--- src/rtl/soc_bram_arb_if.sv ---
// soc_bram_arb_if: CPU Wishbone-style bus bundle between the CPU and the BRAM front-end
interface soc_bram_arb_if #(
  parameter int AW = 8
);
  logic [AW-1:0] wb_addr;
  logic [31:0]   wb_wdata;
  logic [3:0]    wb_wmsk;
  logic          wb_we;
  logic          wb_cyc;
  logic          wb_ack;
  logic [31:0]   wb_rdata;
  modport master (output wb_addr, wb_wdata, wb_wmsk, wb_we, wb_cyc, input wb_ack, wb_rdata);
  modport slave (input wb_addr, wb_wdata, wb_wmsk, wb_we, wb_cyc, output wb_ack, wb_rdata);
endinterface

--- src/rtl/soc_bram_arb.sv ---
// soc_bram_arb: single-port BRAM arbiter between the CPU bus and a byte-packing stream loader
module soc_bram_arb #(
  parameter int SIZE = 256,
  parameter int AW = $clog2(SIZE)
) (
  input  logic          clk,
  input  logic          rst,
  soc_bram_arb_if.slave wb,
  input  logic          ld_start,
  input  logic [AW-1:0] ld_base,
  input  logic [7:0]    ld_data,
  input  logic          ld_valid,
  output logic          ld_ready,
  input  logic          ld_flush,
  output logic          ld_busy,
  output logic [AW-1:0] ld_addr,
  output logic [AW-1:0] bram_addr,
  output logic [31:0]   bram_wdata,
  output logic [3:0]    bram_wmsk,
  output logic          bram_we,
  input  logic [31:0]   bram_rdata
);
  logic ack_q, ack_d, rd_q, rd_d, pend_q, pend_d;
  logic [2:0] cnt_q, cnt_d, n;
  logic [31:0] word_q, word_d;
  logic [AW-1:0] addr_q, addr_d, nxt;
  logic ld_gnt, cpu_gnt, take;
  // a pending loader word owns the port; the CPU is blocked for that one cycle
  assign ld_gnt = ~rst & pend_q;
  assign cpu_gnt = ~rst & ~pend_q & ~ack_q & wb.wb_cyc;
  assign take = ld_valid & ~pend_q;
  assign nxt = (addr_q == AW'(SIZE - 1)) ? '0 : addr_q + 1'b1;
  always_comb begin
    word_d = word_q;
    if (take) word_d[{cnt_q[1:0], 3'b000} +: 8] = ld_data;
    n = cnt_q + {2'b00, take};
    ack_d = cpu_gnt;
    rd_d = cpu_gnt & ~wb.wb_we;
    pend_d = ~ld_start & ~pend_q & ((n == 3'd4) | (ld_flush & (n != 3'd0)));
    cnt_d = (ld_start | pend_q) ? 3'd0 : n;
    addr_d = ld_start ? ld_base : pend_q ? nxt : addr_q;
  end
  always_ff @(posedge clk) begin
    if (rst) begin
      ack_q <= 1'b0;
      rd_q <= 1'b0;
      pend_q <= 1'b0;
      cnt_q <= 3'd0;
      word_q <= '0;
      addr_q <= '0;
    end else begin
      ack_q <= ack_d;
      rd_q <= rd_d;
      pend_q <= pend_d;
      cnt_q <= cnt_d;
      word_q <= word_d;
      addr_q <= addr_d;
    end
  end
  // lanes at or above the packed byte count stay unwritten; a full word shifts the mask to 0000
  assign bram_we = ld_gnt | (cpu_gnt & wb.wb_we);
  assign bram_addr = ld_gnt ? addr_q : wb.wb_addr;
  assign bram_wdata = ld_gnt ? word_q : wb.wb_wdata;
  assign bram_wmsk = ld_gnt ? 4'b1111 << cnt_q : wb.wb_wmsk;
  assign wb.wb_ack = ack_q;
  assign wb.wb_rdata = rd_q ? bram_rdata : 32'd0;
  assign ld_ready = ~pend_q;
  assign ld_busy = pend_q | (cnt_q != 3'd0);
  assign ld_addr = addr_q;
endmodule

--- src/flat_wrapper.sv ---
// flat-port wrapper written by rule: the top's interface ports become plain ports
module soc_bram_arb_flat 
#(
  parameter int SIZE = 256,
  parameter int AW = $clog2(SIZE)
)
  (clk, rst, ld_start, ld_base, ld_data, ld_valid, ld_ready, ld_flush, ld_busy, ld_addr, bram_addr, bram_wdata, bram_wmsk, bram_we, bram_rdata, wb_wb_addr, wb_wb_wdata, wb_wb_wmsk, wb_wb_we, wb_wb_cyc, wb_wb_ack, wb_wb_rdata);
  soc_bram_arb_if #(.AW(AW)) wb_i ();
  input  logic clk;
  input  logic rst;
  input  logic ld_start;
  input  logic [AW-1:0] ld_base;
  input  logic [7:0] ld_data;
  input  logic ld_valid;
  output logic ld_ready;
  input  logic ld_flush;
  output logic ld_busy;
  output logic [AW-1:0] ld_addr;
  output logic [AW-1:0] bram_addr;
  output logic [31:0] bram_wdata;
  output logic [3:0] bram_wmsk;
  output logic bram_we;
  input  logic [31:0] bram_rdata;
  input wire logic [$bits(wb_i.wb_addr)-1:0] wb_wb_addr;
  input wire logic [$bits(wb_i.wb_wdata)-1:0] wb_wb_wdata;
  input wire logic [$bits(wb_i.wb_wmsk)-1:0] wb_wb_wmsk;
  input wire logic [$bits(wb_i.wb_we)-1:0] wb_wb_we;
  input wire logic [$bits(wb_i.wb_cyc)-1:0] wb_wb_cyc;
  output wire logic [$bits(wb_i.wb_ack)-1:0] wb_wb_ack;
  output wire logic [$bits(wb_i.wb_rdata)-1:0] wb_wb_rdata;
  assign wb_i.wb_addr = wb_wb_addr;
  assign wb_i.wb_wdata = wb_wb_wdata;
  assign wb_i.wb_wmsk = wb_wb_wmsk;
  assign wb_i.wb_we = wb_wb_we;
  assign wb_i.wb_cyc = wb_wb_cyc;
  assign wb_wb_ack = wb_i.wb_ack;
  assign wb_wb_rdata = wb_i.wb_rdata;
  soc_bram_arb #(.SIZE(SIZE), .AW(AW)) u_core (.clk(clk), .rst(rst), .wb(wb_i), .ld_start(ld_start), .ld_base(ld_base), .ld_data(ld_data), .ld_valid(ld_valid), .ld_ready(ld_ready), .ld_flush(ld_flush), .ld_busy(ld_busy), .ld_addr(ld_addr), .bram_addr(bram_addr), .bram_wdata(bram_wdata), .bram_wmsk(bram_wmsk), .bram_we(bram_we), .bram_rdata(bram_rdata));
endmodule
--- config.mk ---
export PLATFORM = sky130hd
export DESIGN_NAME = soc_bram_arb_flat
export DESIGN_NICKNAME = d
export VERILOG_FILES = /design/src/rtl/soc_bram_arb_if.sv /design/src/rtl/soc_bram_arb.sv /design/src/flat_wrapper.sv
export SDC_FILE = /design/constraint.sdc
export NUM_CORES = 1
export LEC_CHECK = 0
export ABC_AREA = 1
export BUFFER_PORTS_ARGS = -buffer_cell sky130_fd_sc_hd__buf_2
export CORE_MARGIN = 5
export CORE_UTILIZATION = 38
export DETAILED_ROUTE_END_ITERATION = 10
export GPL_ROUTABILITY_DRIVEN = 0
export PLACE_DENSITY = 0.86
export SLEW_MARGIN = 20
export SYNTH_ARGS = -nofsm -noshare
export SYNTH_HDL_FRONTEND = slang
export SYNTH_SLANG_ARGS = --single-unit
--- constraint.sdc ---
create_clock -name clk -period 1.7 [get_ports clk]
set_clock_uncertainty 0.05 [all_clocks]
set_input_delay 0.255 -clock clk [delete_from_list [all_inputs] [get_ports clk]]
set_output_delay 0.255 -clock clk [all_outputs]
set_load 0.01 [all_outputs]
==> Implementation_results.wiki <==
{| class="wikitable"
! Metric !! Value
|-
| Endpoint of the worst-slack reg-to-reg timing path || u_core.word_q[5]
|-
| Biggest fanout along the worst timing path || 8
|-
| Power per Cell Area || 623 nW/um^2
|-
| Buffers added on ports || 186
|-
| Yosys warning total || 0
|-
| All-layer global routing usage || 22.4%
|-
| Ratio of cells with drive above 1 in the final layout || 40.1%
|-
| Arrival time worst endpoint || 1.45 ns
|-
| Setup CP Type || reg2out
|-
| Maximum frequency from static timing analysis || 0.571 GHz
|-
| Worst-Skew Late Latency || 0.29 ns
|-
| Violation count after the first detailed-route iteration || between 200 and 300
|-
| Worst VDD drop || 0.402 mV
|-
| Post-synthesis net count || 588
|-
| Worst min path class || in2reg
|-
| Pin count of the biggest net entering global routing || 33
|-
| Slowest cell on the critical path || dfxtp_2
|-
| Outcome || finished, violations left
|-
| Distinct cells, synth || 25
|-
| Static Leak || approximately 0.0027 uW
|-
| Crit path buf inv count || 4
|-
| Clock slew at reported path FFs || ~0.090 ns
|-
| Cells along the critical path || inv_4 > nor2_4 > buf_6 > buf_12 > nand2_1 > nand2_1 > buf_2
|-
| Post-route clock period utilization || 103%
|-
| Final critical delay including setup and external delays || 1.75 ns
|-
| Cells after synthesis || 481
|-
| Chip Width || 96.4 um
|-
| Clock Sinks || 46
|-
| Total CTS buffers || 5
|-
| Reg2reg setup slack || 0.11 ns
|-
| Vias in the first global route || 3588
|-
| Kind of capture point of the worst setup path || output pin
|-
| Global-route met1 utilization || 23.4%
|-
| Die ar. || 9300 sq um
|-
| Max Cap Violations || 0
|-
| Detail Route Antenna Nets || 0
|-
| Cell area after layout || 4510 sq um
|-
| Area Growth Syn to Fin || 59.0%
|-
| Number of H-tree levels || 2
|-
| Count of endpoints failing setup in the final report || 33
|-
| Root Buffer Master || clkbuf_8
|-
| Fraction of the yosys area taken by sequential cells || 32.4%
|-
| Final core utilization || 62.2%
|-
| Final Max Slew Viols || 0
|-
| Critical Path Most Common Cell || nand2_1
|-
| Mean cell area of the mapped netlist || about 5.9 sq um
|-
| Antenna violations before repair || 1
|-
| Startpoint of the most critical register-to-register path || u_core.cnt_q[1]
|-
| Area of the core || slightly above 7000 sq um
|-
| Per-cell routed wire length || 14.5 um
|-
| Required time at the endpoint of the critical path || 1.39 ns
|-
| Half-perimeter wire length of the detailed placement result || 7.97 mm
|-
| Beginning of the worst hold path || wb_wb_we
|-
| Number of cells on the worst reg-to-reg path || 7
|-
| First-pass GRT wire length || 16.3 mm
|-
| Met2 track utilization from global routing || 43.7%
|-
| Vias after detailed routing || roughly 3800
|-
| Failing checks || setup timing
|-
| Top-level port count || 187
|-
| Post-Synthesis Cell Area || roughly 2800 sq um
|-
| Final count of hold timing violations || 0
|-
| Most Crowded Layer GR || met2
|-
| Die Y || 96.4 um
|-
| Final wirelength || 11.3 mm
|-
| Post-DP Area || 3900 sq um
|-
| TritonCTS clock tree || yes
|-
| Initial Util || 39.1%
|-
| Remaining max-slew budget at the tightest pin || 66.2%
|-
| Endpoint of the worst hold-timing path || u_core.rd_q
|-
| Hold-critical path depth || 2
|-
| Drc violations || 0
|-
| CP top delay family || buffers and inverters
|-
| Remaining global-route overflow || 0
|-
| Detail-routed via count per cell || around 4.9
|-
| Commonest non-fill, non-tap cells in the layout || 194 x nand2_1, 174 x buf_2, 50 x inv_1, 45 x dfxtp_1, 38 x a21oi_1
|-
| Worst-case setup margin in the final layout || -0.0512 ns
|-
| Total Nets Final || between 700 and 800
|-
| Crit start category || flop
|-
| Site row count || 31
|-
| Leading cell type in the layout, fill and taps excluded || nand2_1
|-
| Met3 usage || 4.88%
|-
| RSZ-0062 raised after global routing || yes
|-
| Worst-Margin Slew || 0.506 ns
|-
| Delay of the slowest cell on the worst path || 0.36 ns
|-
| Buffer depth of the longest clock path || 2
|-
| Number of synthesized register bits || 46
|-
| Router iterations before antenna repair || 5
|}
-- Yosys cell counts, drive strengths merged --
library cell | instances | area share (%)
nand2 | 232 | 31
inv | 55 | 7.3
dfxtp | 46 | 32
a21oi | 38 | 6.7
nor2 | 29 | 4.3
nand3 | 18 | 3.2
o21ai | 18 | 3.2
clkbuf | 11 | 1.5
buf | 10 | 2.3
ha | 8 | 3.5
a22oi | 6 | 1.6
nor3 | 5 | 1.9
a31oi | 1 | 0.22
nand4 | 1 | 0.22
o22ai | 1 | 0.22
xnor2 | 1 | 0.31
xor2 | 1 | 0.31
-- cells by family after synthesis --
family                   synth area share, %
adder cells (fa/ha/maj)                 3.53
AND/OR/NAND/NOR                         40.5
buffers and inverters                   11.1
AO/OA/AOI/OAI                           11.9
XOR/XNOR                               0.617
flip-flops                              32.4
-- where the power goes --
part	internal, uW	switching [uW]
clock network	589	387
registers	1110	33.7
logic	317	377
-- how the worst max path moves through the flow --
stage,from,endpoint,slack (ns),cells after the start
6_report,u_core.pend_q,bram_wdata[14],-0.05,7
5_1_grt,u_core.pend_q,bram_wdata[15],-0.10,7
4_1_cts,u_core.pend_q,bram_wmsk[0],-0.05,7
3_5_place_dp,u_core.cnt_q[0],u_core.word_q[20],0.02,6
3_3_place_gp,u_core.cnt_q[0],u_core.word_q[22],0.15,6
2_1_floorplan,u_core.cnt_q[0],u_core.word_q[16],-0.0009,7
-- metrics by stage --
stage	setup slack (ns)	total power, uW	hold slack [ns]	setup TNS [ns]	std cells
4_1_cts	-0.0463	2760	0.0690	-0.982	776
2_1_floorplan	-0.000855	1450	0.277	-0.00684	481
6_report	-0.0512	2810	0.0691	-0.703	778
3_5_place_dp	0.0238	1750	0.384	0	758
3_3_place_gp	0.152	1730	0.380	0	758
5_1_grt	-0.105	2930	0.0818	-3.41	778
-- repair_timing --
action	in CTS	in global routing
buffers inserted	6	1
endpoints found under the setup margin	35	79
pin swaps	28	8
hold buffers	0	0
cloned	5	0
gates resized for setup	50	38
-- state kept, by name, summed over array words and instances, names as in the netlist --
register / cells
u_core.rd_q: 1
u_core.ld_addr: 8
u_core.pend_q: 1
u_core.cnt_q: 3
u_core.wb.wb_ack: 1
u_core.word_q: 32
-- per-layer routing --
metal | share of wire (%) | wire length [um]
met2 | 53 | 5970
met5 | 0 | 0
met1 | 35 | 3910
met3 | 10 | 1120
met4 | 2.4 | 271
-- layout make-up --
cell class / count / area [sq um]
flip-flops and latches: 46 / 922
inverters: 55 / 214
repair buffers: 210 / 1340
fillers: 629 / 2740
well taps: 99 / 124
diodes: 1 / 2.50
clock inverters: 3 / 68.8
multi-input cells: 359 / 1770
clock buffers: 5 / 68.8
Note: power is estimated with default switching activity, not from simulation.
